===== config.mk =====
export PLATFORM = sky130hd
export DESIGN_NAME = mw_add_seq_flat
export DESIGN_NICKNAME = d
export VERILOG_FILES = /design/src/rtl/mw_add_seq_if.sv /design/src/rtl/mw_add_seq.sv /design/src/flat_wrapper.sv
export SDC_FILE = /design/constraint.sdc
export NUM_CORES = 1
export LEC_CHECK = 0
export ABC_AREA = 1
export BUFFER_PORTS_ARGS = -buffer_cell sky130_fd_sc_hd__buf_2
export CAP_MARGIN = 10
export CELL_PAD_IN_SITES_DETAIL_PLACEMENT = 1
export CELL_PAD_IN_SITES_GLOBAL_PLACEMENT = 2
export CORE_UTILIZATION = 31
export DETAILED_ROUTE_END_ITERATION = 10
export PLACE_DENSITY_LB_ADDON = 0.05
export SLEW_MARGIN = 10
export SYNTH_ARGS = -nofsm -noshare
export SYNTH_HDL_FRONTEND = slang
export SYNTH_SLANG_ARGS = --single-unit

===== constraint.sdc =====
create_clock -name clk -period 10 [get_ports clk]
set_input_delay 0 -clock clk [delete_from_list [all_inputs] [get_ports clk]]
set_output_delay 0 -clock clk [all_outputs]
set_load 0.03 [all_outputs]

===== src/rtl/mw_add_seq_if.sv =====
// Request/response bundle for the multi-word add/subtract sequencer.
// The master drives operands and accepts results; the slave is the sequencer.
interface mw_add_seq_if #(
  parameter int WORDS = 4
);
  localparam int W = 16 * WORDS;

  logic         in_valid;
  logic         in_ready;
  logic [W-1:0] a;
  logic [W-1:0] b;
  logic         sub;
  logic         cin;
  logic         out_valid;
  logic         out_ready;
  logic [W-1:0] sum;
  logic         cout;
  logic         ovf;
  logic         busy;

  modport master (
    output in_valid, a, b, sub, cin, out_ready,
    input  in_ready, out_valid, sum, cout, ovf, busy
  );

  modport slave (
    input  in_valid, a, b, sub, cin, out_ready,
    output in_ready, out_valid, sum, cout, ovf, busy
  );
endinterface


===== src/rtl/mw_add_seq.sv =====
// Multi-word add/subtract sequencer: one 16-bit ripple-carry slice per cycle,
// least significant first, with the inter-slice carry kept in a register.

module rca16 (
  input  logic [15:0] i_a,
  input  logic [15:0] i_b,
  input  logic        i_ci,
  output logic [15:0] o_s,
  output logic        o_co
);
  logic w_carry;

  always_comb begin
    w_carry = i_ci;
    o_s     = '0;
    for (int k = 0; k < 16; k++) begin
      o_s[k]  = i_a[k] ^ i_b[k] ^ w_carry;
      w_carry = (i_a[k] & i_b[k]) | (w_carry & (i_a[k] ^ i_b[k]));
    end
    o_co = w_carry;
  end
endmodule

// state  | meaning
// IDLE   | waiting for an operand request, in_ready high
// RUN    | one 16-bit slice per cycle, carry chained through r_carry
// DONE   | result valid, held until the consumer takes it
module mw_add_seq #(
  parameter int WORDS = 4
) (
  input  logic          clk,
  input  logic          rst,
  mw_add_seq_if.slave   bus
);
  localparam int W  = 16 * WORDS;
  localparam int IW = $clog2(WORDS);

  typedef enum logic [1:0] {S_IDLE, S_RUN, S_DONE} state_t;

  state_t        r_state;
  logic [W-1:0]  r_a;
  logic [W-1:0]  r_b;
  logic [W-1:0]  r_sum;
  logic          r_carry;
  logic          r_cout;
  logic          r_ovf;
  logic [IW-1:0] r_idx;

  logic [15:0]   w_a_slice;
  logic [15:0]   w_b_slice;
  logic [15:0]   w_slice_sum;
  logic          w_slice_co;
  logic          w_last;

  assign w_a_slice = r_a[16*r_idx +: 16];
  assign w_b_slice = r_b[16*r_idx +: 16];
  assign w_last    = (r_idx == IW'(WORDS - 1));

  rca16 u_rca (
    .i_a  (w_a_slice),
    .i_b  (w_b_slice),
    .i_ci (r_carry),
    .o_s  (w_slice_sum),
    .o_co (w_slice_co)
  );

  // r_b holds the effective operand (already inverted for subtract), so the
  // sub flag itself need not be kept past acceptance.
  always_ff @(posedge clk) begin
    if (rst) begin
      r_state <= S_IDLE;
      r_a     <= '0;
      r_b     <= '0;
      r_sum   <= '0;
      r_carry <= 1'b0;
      r_cout  <= 1'b0;
      r_ovf   <= 1'b0;
      r_idx   <= '0;
    end else begin
      case (r_state)
        S_IDLE: begin
          if (bus.in_valid) begin
            r_a     <= bus.a;
            r_b     <= bus.sub ? ~bus.b : bus.b;
            r_carry <= bus.sub | bus.cin;
            r_idx   <= '0;
            r_sum   <= '0;
            r_state <= S_RUN;
          end
        end
        S_RUN: begin
          r_sum[16*r_idx +: 16] <= w_slice_sum;
          r_carry               <= w_slice_co;
          if (w_last) begin
            r_cout  <= w_slice_co;
            r_ovf   <= (r_a[W-1] == r_b[W-1]) && (w_slice_sum[15] != r_a[W-1]);
            r_idx   <= '0;
            r_state <= S_DONE;
          end else begin
            r_idx <= r_idx + 1'b1;
          end
        end
        S_DONE: begin
          if (bus.out_ready) r_state <= S_IDLE;
        end
        default: r_state <= S_IDLE;
      endcase
    end
  end

  assign bus.in_ready  = (r_state == S_IDLE) && !rst;
  assign bus.out_valid = (r_state == S_DONE);
  assign bus.busy      = (r_state != S_IDLE);
  assign bus.sum       = r_sum;
  assign bus.cout      = r_cout;
  assign bus.ovf       = r_ovf;
endmodule


===== src/flat_wrapper.sv =====
// flat-port wrapper written by rule: the top's interface ports become plain ports
module mw_add_seq_flat 
#(
  parameter int WORDS = 4
)
  (clk, rst, bus_in_valid, bus_a, bus_b, bus_sub, bus_cin, bus_out_ready, bus_in_ready, bus_out_valid, bus_sum, bus_cout, bus_ovf, bus_busy);
  mw_add_seq_if #(.WORDS(WORDS)) bus_i ();
  input  logic clk;
  input  logic rst;
  input wire logic [$bits(bus_i.in_valid)-1:0] bus_in_valid;
  input wire logic [$bits(bus_i.a)-1:0] bus_a;
  input wire logic [$bits(bus_i.b)-1:0] bus_b;
  input wire logic [$bits(bus_i.sub)-1:0] bus_sub;
  input wire logic [$bits(bus_i.cin)-1:0] bus_cin;
  input wire logic [$bits(bus_i.out_ready)-1:0] bus_out_ready;
  output wire logic [$bits(bus_i.in_ready)-1:0] bus_in_ready;
  output wire logic [$bits(bus_i.out_valid)-1:0] bus_out_valid;
  output wire logic [$bits(bus_i.sum)-1:0] bus_sum;
  output wire logic [$bits(bus_i.cout)-1:0] bus_cout;
  output wire logic [$bits(bus_i.ovf)-1:0] bus_ovf;
  output wire logic [$bits(bus_i.busy)-1:0] bus_busy;
  assign bus_i.in_valid = bus_in_valid;
  assign bus_i.a = bus_a;
  assign bus_i.b = bus_b;
  assign bus_i.sub = bus_sub;
  assign bus_i.cin = bus_cin;
  assign bus_i.out_ready = bus_out_ready;
  assign bus_in_ready = bus_i.in_ready;
  assign bus_out_valid = bus_i.out_valid;
  assign bus_sum = bus_i.sum;
  assign bus_cout = bus_i.cout;
  assign bus_ovf = bus_i.ovf;
  assign bus_busy = bus_i.busy;
  mw_add_seq #(.WORDS(WORDS)) u_core (.clk(clk), .rst(rst), .bus(bus_i));
endmodule

### Word-level counts from Yosys, hierarchy flattened

Index checks and enable logic that the tools add are counted.

| word-level totals | value |
|---|---|
| register bits after elaboration | 199 |
| latch bits | 0 |
| RAM bits | 0 |
| ROM bits | 0 |
| bits of input ports | 134 |
| output and inout port bits | 69 |
| memories | 0 |

| operators by class | value |
|---|---|
| add/subtract/negate cells | 2 |
| $mul | 0 |
| divide/modulo/power cells | 0 |
| magnitude comparators | 0 |
| eq/ne operators | 8 |
| shifts and indexed selects | 4 |
| multiplexer cells | 13 |
| bitwise operators | 82 |
| reductions and logical operators | 10 |

Operator list:

| operator | number |
|---|---|
| 64-bit two-way mux | 2 |
| 64-bit case mux with 2 select lines | 1 |
| 64-bit by 7-bit indexed part select with 16-bit output | 2 |
| 64-bit bitwise mux | 1 |
| 64-bit NOT | 1 |
| 16-bit by 34-bit variable shift with 64-bit output (first input constant) | 1 |
| 16-bit by 34-bit indexed part select with 64-bit output | 1 |
| 6-bit negation with 34-bit output | 1 |
| 1-bit AND | 32 |
| 1-bit bitwise XOR | 32 |
| 1-bit OR | 17 |
| 2-bit two-way mux | 5 |
| 2-bit case mux with 3 select lines | 1 |
| 2-bit AND reduction | 3 |
| 2-bit == test (second input constant) | 2 |
| 2-bit != test (second input constant) | 2 |
| 2-bit case mux with 2 select lines | 1 |
| 2-bit nonzero test | 2 |
| 3-bit AND reduction | 1 |
| 2-bit by 1-bit adder with 2-bit output (second input constant) | 1 |
| 2-bit by 1-bit == test with 1-bit output (second input constant) | 1 |
| 1-bit logical AND | 2 |
| 2-bit zero test | 1 |
| 2-bit by 1-bit != test with 1-bit output (second input constant) | 1 |
| other kinds (5) | 5 |

### Logic depth before layout (Yosys ltp)

Gate-level depths: netlist of run 1.

| depth | value |
|---|---|
| depth after elaboration | 36 |
| depth in mapped cells | 29 |
| mapped depth without buffers | 27 |

### By module

From an unflattened synthesis of run 1, not the netlist that was laid out.

| unflattened totals | value |
|---|---|
| cells, all modules | 1,383 |
| area, all modules | 9,758.1 µm² |

By module, submodules not included:

| module | instances | cells an instance | area an instance (µm²) |
|---|---|---|---|
| mw_add_seq | 1 | 1,357 | 9,400.3 |
| rca16 | 1 | 26 | 357.8 |

### Worst setup path before layout of run 1

OpenSTA, ideal clock, no wires.

| path | value |
|---|---|
| path kind | flip-flop to flip-flop |
| from | register u_core.r_idx[0] |
| to | register u_core.r_ovf, in the netlist u_core.bus.ovf |
| setup time | 0.065 ns |
| arrival time | 7.489 ns |
| data required time | 9.935 ns |
| slack | 2.446 ns |
| cell stages (with the launch flop) | 29 |
| buffers on the path | 2 |
| clock period less this slack | 7.554 ns |
| cells stage by stage | dfxtp_1 > buf_2 > clkbuf_1 > nor2_1 > o22a_1 > fa_1 > fa_1 > fa_1 > fa_1 > fa_1 > fa_1 > fa_1 > fa_1 > fa_1 > fa_1 > fa_1 > fa_1 > fa_1 > inv_1 > fa_1 > inv_1 > fa_1 > inv_1 > fa_1 > inv_1 > nand3_1 > o21ai_0 > nor2_1 > nor2_1 |

| on the way | value |
|---|---|
| longest elaborated chain between the ends | 35 |

RTL lines:

| element | line | text |
|---|---|---|
| start, declared | mw_add_seq.sv:47 | `logic [IW-1:0] r_idx;` |
| start signal, assigned | mw_add_seq.sv:100 | `r_idx <= r_idx + 1'b1;` |
| 64-bit by 7-bit indexed part select with 16-bit output, on equally long branches | mw_add_seq.sv:55, mw_add_seq.sv:56 |  |
| 1-bit bitwise XOR | mw_add_seq.sv:18 | `w_carry = (i_a[k] & i_b[k]) \| (w_carry & (i_a[k] ^ i_b[k]));` |
| 1-bit AND | mw_add_seq.sv:18 |  |
| 1-bit OR | mw_add_seq.sv:18 |  |
| 1-bit AND | mw_add_seq.sv:18 |  |
| 1-bit OR | mw_add_seq.sv:18 |  |
| 1-bit AND | mw_add_seq.sv:18 |  |
| 1-bit OR | mw_add_seq.sv:18 |  |
| [... 19 more ...] | n/a |  |
| 1-bit OR | mw_add_seq.sv:18 |  |
| 1-bit AND | mw_add_seq.sv:18 |  |
| 1-bit OR | mw_add_seq.sv:18 |  |
| 1-bit AND | mw_add_seq.sv:18 |  |
| 1-bit OR | mw_add_seq.sv:18 |  |
| 1-bit bitwise XOR | mw_add_seq.sv:17 | `o_s[k] = i_a[k] ^ i_b[k] ^ w_carry;` |
| 1-bit != test | mw_add_seq.sv:96 | `r_ovf <= (r_a[W-1] == r_b[W-1]) && (w_slice_sum[15] != r_a[W-1]);` |
| 1-bit logical AND | mw_add_seq.sv:96 |  |
| end signal, assigned | mw_add_seq.sv:96 |  |
| end, declared | mw_add_seq.sv:46 | `logic r_ovf;` |

Several ways; a longest one is shown, not always the timed one.
A chain may end at the register's enable or synchronous reset.

### Final worst setup path of run 1

Ends and elaborated chain as after synthesis.

==> results of run 1 <==
==> flip-flops by register name, summed over array words and instances (netlist names) <==
| register | count |
|---|---|
| u_core.r_carry | 1 |
| u_core.r_a | 64 |
| u_core.bus.sum | 64 |
| u_core.r_idx | 2 |
| u_core.r_b | 64 |
| u_core.r_state | 2 |
| u_core.bus.cout | 1 |
| u_core.bus.ovf | 1 |
==> cells in the final DEF, fill, tap and decap left out, types with 29 or more instances in the layout <==
master,count
sky130_fd_sc_hd__a21oi_1,135
sky130_fd_sc_hd__buf_2,200
sky130_fd_sc_hd__dfxtp_1,198
sky130_fd_sc_hd__dlygate4sd3_1,127
sky130_fd_sc_hd__inv_1,29
sky130_fd_sc_hd__nand2_1,193
sky130_fd_sc_hd__nand3_1,67
sky130_fd_sc_hd__nor2_1,211
sky130_fd_sc_hd__o21ai_0,131
sky130_fd_sc_hd__xor2_1,64
==> kinds of logic after synthesis <==
logic type | share of synthesized area (%)
adders and majority gates | 3.985
buffers and inverters | 6.920
xor gates and xnor gates | 6.031
AOI/OAI and AO/OA | 17.23
and+or+nand+nor | 22.97
DFF | 42.86
==> through the flow <==
step,util (%),setup slack (ns),hold WS (ns)
2_1_floorplan,-,2.446,0.1632
3_3_place_gp,35.03,2.045,0.2633
3_5_place_dp,35.03,1.878,0.2631
4_1_cts,41.20,1.818,0.03319
5_1_grt,41.20,1.511,0.01290
6_report,41.20,1.816,0.001106
==> critical path, cell delays in order (launching register included) <==
cell and delay [ns]:
sky130_fd_sc_hd__dfxtp_2 0.44, sky130_fd_sc_hd__inv_2 0.47, sky130_fd_sc_hd__o21ai_0 0.15, sky130_fd_sc_hd__o22a_1 0.21
sky130_fd_sc_hd__fa_1 0.40, sky130_fd_sc_hd__fa_1 0.39, sky130_fd_sc_hd__fa_1 0.40, sky130_fd_sc_hd__fa_1 0.40
sky130_fd_sc_hd__fa_1 0.40, sky130_fd_sc_hd__fa_1 0.39, sky130_fd_sc_hd__fa_1 0.39, sky130_fd_sc_hd__fa_1 0.39
sky130_fd_sc_hd__fa_1 0.43, sky130_fd_sc_hd__fa_1 0.40, sky130_fd_sc_hd__fa_1 0.40, sky130_fd_sc_hd__fa_1 0.42
sky130_fd_sc_hd__fa_1 0.39, sky130_fd_sc_hd__inv_1 0.08, sky130_fd_sc_hd__fa_1 0.16, sky130_fd_sc_hd__inv_1 0.05
sky130_fd_sc_hd__fa_1 0.36, sky130_fd_sc_hd__inv_1 0.08, sky130_fd_sc_hd__fa_1 0.46, sky130_fd_sc_hd__inv_1 0.12
sky130_fd_sc_hd__nand3_1 0.07, sky130_fd_sc_hd__o21ai_0 0.07, sky130_fd_sc_hd__nor2_1 0.06, sky130_fd_sc_hd__nor2_1 0.11
==> area by class of cell <==
cell class | count | share of cell area, %
Inverter | 34 | 1.069
Multi-Input combinational cell | 893 | 38.32
Timing Repair Buffer | 338 | 19.34
Tap cell | 390 | 4.007
Clock buffer | 18 | 3.606
Sequential cell | 199 | 32.72
Clock inverter | 13 | 0.9350
==> metal layers <==
| metal | share of wire (%) | vias to the layer above | GRT usage, % |
|---|---|---|---|
| met4 | 1.9 | 0 | 6.159 |
| met2 | 47 | 180 | 36.69 |
| met3 | 3.2 | 34 | 3.024 |
| met1 | 48 | 4366 | 30.10 |
| met5 | 0 | - | 0 |
| li1 | - | 4554 | - |
==> repair_timing <==
action,4_1_cts,5_1_grt
gates resized for setup,0,0
setup endpoints to repair,0,0
hold buffers,127,0
hold endpoints to repair,127,0
==> final timing paths <==
kind                                        to  slack (ns)  cells after the start
worst max-delay path            u_core.bus.ovf        1.82                     27
worst min-delay path            u_core.r_a[16]       0.001                      3
worst max register to register  u_core.bus.ovf        1.82                     27
worst min register to register  u_core.r_b[46]        0.46                      2
==> where the power goes <==
group	switching, µW	internal, µW	total (µW)
logic	295	172	467
registers	37.0	841	877
clock network	339	333	672
==> results summary, run 1 <==
The clock transition at the register clock pins on the worst setup and hold paths after CTS is ~0.080 ns. The number of max-capacitance violations reported came out at 0. The maximum operating frequency is 122.2 MHz. The finished layout holds 1885 standard cells, fillers aside. Dividing the final minimum period by the clock period gives 81.84%.

The via count of the first global-routing pass came to 9183. The maximum vdd ir drop came out at 120.6 µV. The standard-cell row count is 63.

The routed via count came out at 9134. In the synthesized netlist the async set-or-reset flop fraction comes to 0%. Averaged over all synthesized cells, the footprint is 7.575 µm². Summed over all nets, the half-perimeter wirelength after detailed placement is 23100 µm. The repair_antennas step left the layout with diodes totalling 0.

In the final layout, the multi-input gates occupy 0.004667 mm². By count the netlist is led by sky130_fd_sc_hd__nor2_1, sky130_fd_sc_hd__dfxtp_1, sky130_fd_sc_hd__nand2_1. The final layout net count is 1637. In this run the tightest slew margin relative to its limit is between 20% and 30%. The worst path in the final design needs a cycle of 8.184 ns, including I/O delays and setup. The synthesis-to-finish area growth is 31.03%. In the synthesized netlist the dominant register cell turns out to be sky130_fd_sc_hd__dfxtp_1. Synthesis produced a netlist with a net count of 1381.

The endpoint required time on the critical path is 10.36 ns. The total cell area at the placement stage came out at ~0.010 mm². Entering global routing, the biggest net connects 94 pins. The flow ran to the end, and the final reports show no timing, DRC or antenna violations.

The critical path starts at u_core.r_idx[0]. The core box area came out at about 0.030 mm². In this run the power density over the cells is around 170 mW/mm². The area of all placed cells without fillers came out at around 0.012 mm². The final number of max-transition violations was 0. Yosys attributes the largest share of cell area to sky130_fd_sc_hd__dfxtp_1, sky130_fd_sc_hd__nor2_1, sky130_fd_sc_hd__nand2_1, sky130_fd_sc_hd__a21oi_1, sky130_fd_sc_hd__o21ai_0.

The mapped netlist covers 0.009294 mm². The fraction of layout cells with a size suffix above 1 came out at 17.12%. STA classifies the critical path endpoint as a flip-flop. The startpoint of the worst hold path is bus_a[16].

The synthesized design devotes to its leading area cell type 42.86% of total area. The H-tree depth came out at 4. The critical path in this run is classified as reg -> reg. The sequential cell area is 0.003985 mm². The die extent in y came out at approximately 180 µm. The die span in x is 175.2 µm.

The number of synthesized flops with an enable pin is 0. The worst setup path is launched from a flip-flop. The total of endpoints with negative setup slack in the final report came out at 0. The count of final hold-check violations is 0. The flop and latch count out of synthesis is 199. The number of CTS-inserted buffers is 17.

The final-layout fill cell count is 3637. In this run the worst path has a maximum fanout of 38. The area of the die came out at 0.03068 mm². The clock passes through at most 2 buffers. Routability-driven placement finished with a final weighted congestion of 0.8012. The remaining antenna violation count came out at 0. For this block, the initial DRC count from the detailed router was 491. Yosys printed 0 warnings. The actual slew at the worst max-slew pin came out at 1.139 ns.

The wire length of the first global-routing pass came out at 52210 µm. Setup repair after global routing left no endpoint under its margin. The first TritonRoute pass finished after 5 iterations.

The number of top-level pins came out at between 200 and 250. The final clock skew came out at 0.01796 ns. The count of unique library cells instantiated by Yosys is 25. The TritonCTS clock tree is done. The final setup TNS is 0 ns. The global route total overflow came out at 0. The count of port buffers added during placement came out at 202. The via density per instance is 4.846. The data arrival time of the worst path came out at around 8.5 ns. The insertion delay to the later sink of the worst-skew pair is 0.44 ns. The root buffer cell chosen for the clock tree is sky130_fd_sc_hd__clkbuf_16. The count of buffers added by post-CTS timing repair for setup came out at 0. In the routed design, unresolved DRC markers number 0.

Summed over all cells, the static leakage comes to 0.005021 µW. The biggest area contributor in the post-synthesis netlist is sky130_fd_sc_hd__dfxtp_1. The cell total after placement came out at 1727. The starting density of the core came out at 31.44%. Across every metal layer, demand over resource in global routing totals between 20% and 30%. The startpoint identified for the worst register-to-register timing path is u_core.r_idx[0].

The wire length after detailed routing is approximately 34000 µm. The number of antenna violations at the first check in global routing came out at 0. The average routed wire per standard cell came out at approximately 18 µm. The count of clock tree sinks came out at 199.

The share of the Yosys chip area taken by registers is 42.86%. By instance count, the leading cell after synthesis is sky130_fd_sc_hd__nor2_1. The min-delay analysis places its worst path in the category in -> reg. The cell count after synthesis came out at around 1200. The final total power is just over 2000 µW.
Note: power is estimated with default switching activity, not from simulation.
==> run 2, diff against run 1 <==
Settings changed: CORE_UTILIZATION 31 to 28.
Clock period 10 ns to 6.7 ns, I/O delays scaled along.
==> run 2 against run 1 <==
  * The flow now finishes with violations (setup timing)
  * Core utilization decreased by 3.1 points
  * Register-to-register slack worse by 2.0 ns
  * Final area is 2.1% higher
  * Clock power is 50% higher
  * Via count fell by 0.24%
  * Total power grew 52%
  * Clock skew down 0.0024 ns
  * Sequential cell count unchanged
  * Non-clock buffer count up 14
==> results summary, run 2 (synthesized netlist as in run 1, its figures left out) <==
The fraction of layout cells with a size suffix above 1 is 19.62%. IR analysis of the VDD net gives a maximum drop of about 190 µV. The routed design could run at a clock period as short as 6.838 ns. The H-tree depth is 4. The longest individual stage delay on the worst path came out at 0.43 ns. Measured against its own limit, the worst slew margin works out to 31.73%. The first detailed-routing pass took 4 iterations. The worst setup path is of the reg -> reg kind. The clock transition at the register clock pins on the worst setup and hold paths after CTS came out at about 0.070 ns. The hold-critical path depth is 3. The detailed router finished its first iteration with a little over 400 violations.

The total global routing track utilization came out at 20.61%. The starting density of the core is 28.49%. For the worst flop-to-flop path, the logic depth is 27. The standard-cell row count came out at 66. Entering global routing, the biggest net connects 97 pins. The total of endpoints with negative setup slack in the final report is 5. The routed via count came out at roughly 9100. TritonCTS built the clock tree. Leaving out fill and tap cells, the most frequent cells in the layout are sky130_fd_sc_hd__nor2_1, sky130_fd_sc_hd__buf_2, sky130_fd_sc_hd__dfxtp_1. In this run the critical register-to-register path is captured at u_core.bus.ovf. The number of max-capacitance violations reported came out at 0. The most common cell type on the critical path is sky130_fd_sc_hd__fa_2. The cell leakage power came out at 0.005086 µW. In this run the most critical hold path is launched from bus_a[0]. The global placer's final weighted congestion is 0.7629. The final total power came out at 3061 µW.

Leaving out fill and tap cells, the most frequent cell in the layout is sky130_fd_sc_hd__nor2_1. The repair_antennas step left the layout with diodes totalling 0. In this run the standard cell core region covers between 0.03 and 0.04 mm². The final setup TNS is -0.4628 ns. Setup repair after global routing could not meet its margin everywhere.

The final number of max-transition violations came out at 0. The via count of the first global-routing pass is 9148. From synthesis to final layout, the design area changed by 33.79%. The number of CTS-inserted buffers came out at 17.

The wire length of the first global-routing pass came out at 52850 µm. The type of element launching the critical path is a flip-flop. The data arrival time of the worst path came out at ~7.2 ns. The count of buffers added on input and output ports is 202. The flow ran to the end, but the final reports show violations. The combined area of the multi-input logic cells came out at approximately 0.0047 mm². The maximum number of buffers from clock root to sink came out at 2. The endpoint required time on the critical path is 7.07 ns.

The worst setup path is captured at a flip-flop. The final-layout fill cell count is 4014. After global routing the overflow that remains totals 0. Among all stages on the critical path, the largest delay is contributed by sky130_fd_sc_hd__fa_1.

In this run the remaining antenna-violating nets after routing total 0. The maximum fanout encountered on the critical timing path is 7. The actual slew at the worst max-slew pin came out at about 1 ns. The count of final hold-check violations is 0. The die covers 0.03393 mm². The worst register-to-register path has a setup slack of -0.14 ns.

After detailed routing, the average wire length per cell comes to 17.89 µm. The share of the core filled with cells in the final layout is 38.12%. The via density per instance is approximately 4.7. The setup slack of the critical path after layout is -0.1384 ns. The final critical-path share of the clock period is 102.1%. The number of top-level pins came out at 203. Wires add up to 34910 µm. The tightest min-delay check is of the in -> reg type. The path with the worst hold slack has its endpoint at u_core.r_a[0]. The wire-length estimate of the detail-placed layout is 24160 µm. The final layout net count came out at 1651. The die extent in y came out at around 180 µm. The power per standard cell area is 246.2 mW/mm². The count of clock tree sinks came out at a little under 200. The sequential cell area is 0.003991 mm². The maximum operating frequency is about 150 MHz. The total DRC errors in the routed layout is 0. The final reports fail on setup timing. The root buffer cell chosen for the clock tree is sky130_fd_sc_hd__clkbuf_16. Clock skew on the completed layout was measured at 0.01559 ns. The number of antenna violations at the first check in global routing came out at 0.

Measured along the x axis, the die boundary spans around 180 µm. The worst reg2reg path startpoint is u_core.r_idx[0]. The clock reaches the later pin of the worst-skew pair after 0.44 ns.
[run 2: changes by cell type in the layout (fill, tap and decap cells not counted), moves of 2 or more]
| cell | delta |
|---|---|
| sky130_fd_sc_hd__a21oi_1 | -2 |
| sky130_fd_sc_hd__fa_1 | -15 |
| sky130_fd_sc_hd__fa_2 | +15 |
| sky130_fd_sc_hd__nor3_1 | -2 |
| sky130_fd_sc_hd__inv_1 | -6 |
| sky130_fd_sc_hd__clkinvlp_4 | +2 |
| sky130_fd_sc_hd__inv_2 | +4 |
| sky130_fd_sc_hd__dfxtp_4 | +2 |
| sky130_fd_sc_hd__a21oi_2 | +2 |
| sky130_fd_sc_hd__inv_6 | -2 |
| sky130_fd_sc_hd__o21ai_0 | -3 |
| sky130_fd_sc_hd__o21ai_1 | +2 |
| sky130_fd_sc_hd__clkinv_2 | -2 |
| sky130_fd_sc_hd__buf_4 | +13 |
[run 2: worst max-delay path, delay by kind of cell, from the launching register on]
kind | cells | cell delay [ns]
AO/OA/AOI/OAI | 2 | 0.29
adder cells (fa/ha/maj) | 16 | 5.49
buffers and inverters | 5 | 0.35
flip-flops | 1 | 0.38
AND/OR/NAND/NOR | 4 | 0.26
[run 2: layer usage]
| layer | routed length (µm) | track usage (%) |
|---|---|---|
| met5 | 0 | 0 |
| met4 | 359 | 4.667 |
| met3 | 1189 | 2.608 |
| met2 | 16350 | 34.18 |
| met1 | 17000 | 28.34 |
[run 2: how the worst max path moves through the flow]
stage,startpoint,cells past startpoint,slack [ns],to
after floorplan,u_core.r_idx[0],29,-0.13,u_core.bus.ovf
after global placement,u_core.r_idx[0],27,-0.20,u_core.bus.ovf
after detailed placement,u_core.r_idx[0],27,-0.22,u_core.bus.ovf
after CTS,u_core.r_idx[0],27,-0.15,u_core.bus.ovf
after global routing,u_core.r_idx[0],27,-0.36,u_core.bus.ovf
final,u_core.r_idx[0],27,-0.14,u_core.bus.ovf
[run 2: cell type report]
| cell class | instances | area share (%) |
|---|---|---|
| Timing Repair Buffer | 352 | 19.80 |
| Clock inverter | 12 | 0.9056 |
| Multi-Input combinational cell | 893 | 38.08 |
| Clock buffer | 19 | 3.562 |
| Inverter | 34 | 1.107 |
| Sequential cell | 199 | 32.10 |
| Tap cell | 442 | 4.448 |
[run 2: stage by stage]
| step | hold slack (ns) | setup WS (ns) | instances | area (µm²) |
|---|---|---|---|---|
| 6_report | 0.01187 | -0.1384 | 1951 | 12430 |
| 5_1_grt | 0.06579 | -0.3560 | 1951 | 12430 |
| 4_1_cts | 0.01095 | -0.1468 | 1951 | 12410 |
| 3_5_place_dp | 0.2628 | -0.2242 | 1791 | 10560 |
| 3_3_place_gp | 0.2587 | -0.1958 | 1791 | 10560 |
| 2_1_floorplan | 0.1632 | -0.1257 | 1227 | 9394 |
[run 2: timing repair]
item / CTS / global route
endpoints found under the setup margin: 5 / 9
gates cloned: 0 / 0
hold buffers: 128 / 0
hold endpoints to repair: 128 / 0
buffers inserted: 1 / 0
pin swaps: 3 / 2
resized for setup: 7 / 7
[run 2: where the power goes]
group / leakage (µW) / total, µW / switching (µW) / internal (µW)
clock network: 0.000267 / 1010 / 509 / 498
registers: 0.00163 / 1310 / 53.4 / 1250
logic: 0.00319 / 747 / 461 / 286
total: 0.00509 / 3060 / 1020 / 2040
==> run 3, diff against run 2 <==
Settings changed: ABC_CLOCK_PERIOD_IN_PS set to 6700, REMOVE_ABC_BUFFERS set to 1.
==> run 3 against run 2 <==
  * The flow still finishes with violations (setup timing)
  * Sequential power about the same
  * Wire length down 2.8%
  * Worst hold slack better by 0.015 ns
  * Core utilization did not move
  * Critical path type unchanged
==> results summary, run 3 (synthesized netlist as in run 1, its figures left out) <==
The flow ran to the end, but the final reports show violations. The final reports fail on setup timing. The via count of the first global-routing pass is 9098. The routed design could run at a clock period as short as 7.030 ns. Leaving out fill and tap cells, the most frequent cell in the layout is sky130_fd_sc_hd__nor2_1.

The number of max-capacitance violations reported is 0. The count of port buffers added during placement is 202. The number of CTS-inserted buffers is 17. Wires add up to about 34000 µm. The area of the die came out at approximately 0.034 mm². The endpoint required time on the critical path is 7.06 ns.

STA classifies the critical path endpoint as a flip-flop. The maximum vdd ir drop is 179.6 µV. The worst setup path is launched from a flip-flop. The die span in x came out at approximately 180 µm. Clock skew on the completed layout was measured at 0.01522 ns.

In the routed design, unresolved DRC markers number 0. For this block, the initial DRC count from the detailed router was 426. Global routing consumed, over all layers together, 20.21% of the routing resources. The most common cell type on the critical path is sky130_fd_sc_hd__fa_2. The H-tree depth is 4. The total cell area at the placement stage is 0.01049 mm². The routed via count came out at 9117.

The final layout net count is about 1700. The share of the core filled with cells in the final layout is a little under two fifths. The worst-case hold slack came out at approximately 0.027 ns. Once the floorplan was initialized, standard cells occupied 28.49% of the core. Summed over all nets, the half-perimeter wirelength after detailed placement is roughly 22000 µm. The global route total overflow is 0.

The number of top-level pins came out at 203. The standard-cell row count is between 60 and 70. Based on the critical path, the design can be clocked at up to 142.2 MHz. The relative slew slack came out at 23.38%.

The insertion delay to the later sink of the worst-skew pair came out at approximately 0.44 ns. The via density per instance is 4.673. The remaining antenna violation count came out at 0. Power spread over the standard cell area amounts to 239.0 mW/mm². TritonCTS built the clock tree.

The longest individual stage delay on the worst path came out at 0.47 ns. The worst min-delay path class is in -> reg. The first detailed-routing pass ran for 4 iterations. The setup slack of the critical path after layout is -0.3302 ns. The number of antenna violations at the first check in global routing is 1. The final number of max-transition violations is 0. The largest net degree at the start of global routing came out at 83. The global placer's final weighted congestion is roughly 0.77. The clock transition at the register clock pins on the worst setup and hold paths after CTS is 0.08 ns.

CTS saw 199 sinks. In the layout the commonest cells are sky130_fd_sc_hd__nor2_1, sky130_fd_sc_hd__buf_2, sky130_fd_sc_hd__dfxtp_1. After detailed routing, the average wire length per cell comes to about 17 µm. The total of endpoints with negative setup slack in the final report is 5. The count of final hold-check violations came out at 0.

The combined area of the multi-input logic cells came out at 0.004731 mm². In this run the standard cell core region covers 0.03262 mm². The data arrival time of the worst path came out at 7.39 ns. On the critical path, the stage with the largest delay is an instance of sky130_fd_sc_hd__fa_2.

The critical path is of the reg -> reg type. The final-layout fill cell count is 4029. From bottom edge to top edge, the die measures 184.2 µm. For this design the static power due to leakage is 0.005074 µW. Along the worst path, the maximum fanout reaches 7. The cell at the root of the clock tree is sky130_fd_sc_hd__clkbuf_16. The wire length of the first global-routing pass came out at 52350 µm. The fraction of layout cells with a size suffix above 1 came out at 19.42%.

The antenna diode count came out at 0. The synthesis-to-finish area growth came out at 33.79%. The actual slew at the worst max-slew pin came out at 1.148 ns. The area of all placed cells without fillers is 0.01243 mm². Setup repair after global routing could not meet its margin everywhere. The final critical-path share of the clock period is 104.9%. Counting along the longest clock path gives a buffer depth of 2. In the final layout, flip-flops and latches occupy ~0.004 mm².
## run 3: cell count changes in the layout (fill, tap and decap cells not counted), moves of 2 or more
cell	before	now
sky130_fd_sc_hd__buf_4	24	20
sky130_fd_sc_hd__buf_6	0	3
sky130_fd_sc_hd__o21ai_1	2	4
sky130_fd_sc_hd__inv_1	23	25
sky130_fd_sc_hd__inv_2	8	6
## run 3: power breakdown
| group | internal [µW] | switching [µW] | total, µW |
|---|---|---|---|
| Combinational | 272 | 402 | 673 |
| Clock | 489 | 511 | 1000 |
| Sequential | 1250 | 43.5 | 1300 |
## run 3: what timing repair did
action | in CTS | in global routing
hold buffers | 129 | 0
hold endpoints to repair | 129 | 0
buffers inserted | 2 | 1
pin swaps | 9 | 9
endpoints found under the setup margin | 19 | 14
gates resized for setup | 25 | 10
## run 3: layout make-up
cell class,instances,area share (%)
multi-input combinational,893,38.05
sequential,199,32.10
timing repair buffer,352,19.91
tap,442,4.448
clock buffer,19,3.482
inverter,34,1.107
clock inverter,12,0.9056
## run 3: path summary, 6_finish.rpt
path	to	from	cells after the start	slack (ns)
min	u_core.r_b[18]	rst	2	0.03
max reg2reg	u_core.bus.ovf	u_core.r_idx[0]	26	-0.33
max	u_core.bus.ovf	u_core.r_idx[0]	26	-0.33
min reg2reg	u_core.r_b[40]	u_core.r_b[40]	2	0.47
## run 3: per-stage QoR
| stage | TNS [ns] | cells | power, µW | setup WS [ns] |
|---|---|---|---|---|
| 3_5_place_dp | -12.51 | 1788 | 1931 | -1.244 |
| 4_1_cts | -2.972 | 1950 | 3015 | -0.5049 |
| 3_3_place_gp | -10.25 | 1788 | 1927 | -1.107 |
| 6_report | -1.439 | 1951 | 2971 | -0.3302 |
| 5_1_grt | -3.040 | 1951 | 3142 | -0.5329 |
| 2_1_floorplan | -39.00 | 1126 | 1673 | -2.237 |
## run 3: worst max-delay path, delay by kind of cell, from the launching register on
family          cells  cell delay (ns)
fa+ha+maj          16             5.67
flops               1             0.40
buf+inv             4             0.30
compound gates      3             0.39
simple gates        3             0.23
## run 3: routing by layer
layer / GRT usage [%] / wire, µm
met1: 27.52 / 16420
met2: 33.70 / 16050
met3: 3.122 / 1173
met4: 4.033 / 279
met5: 0 / 0
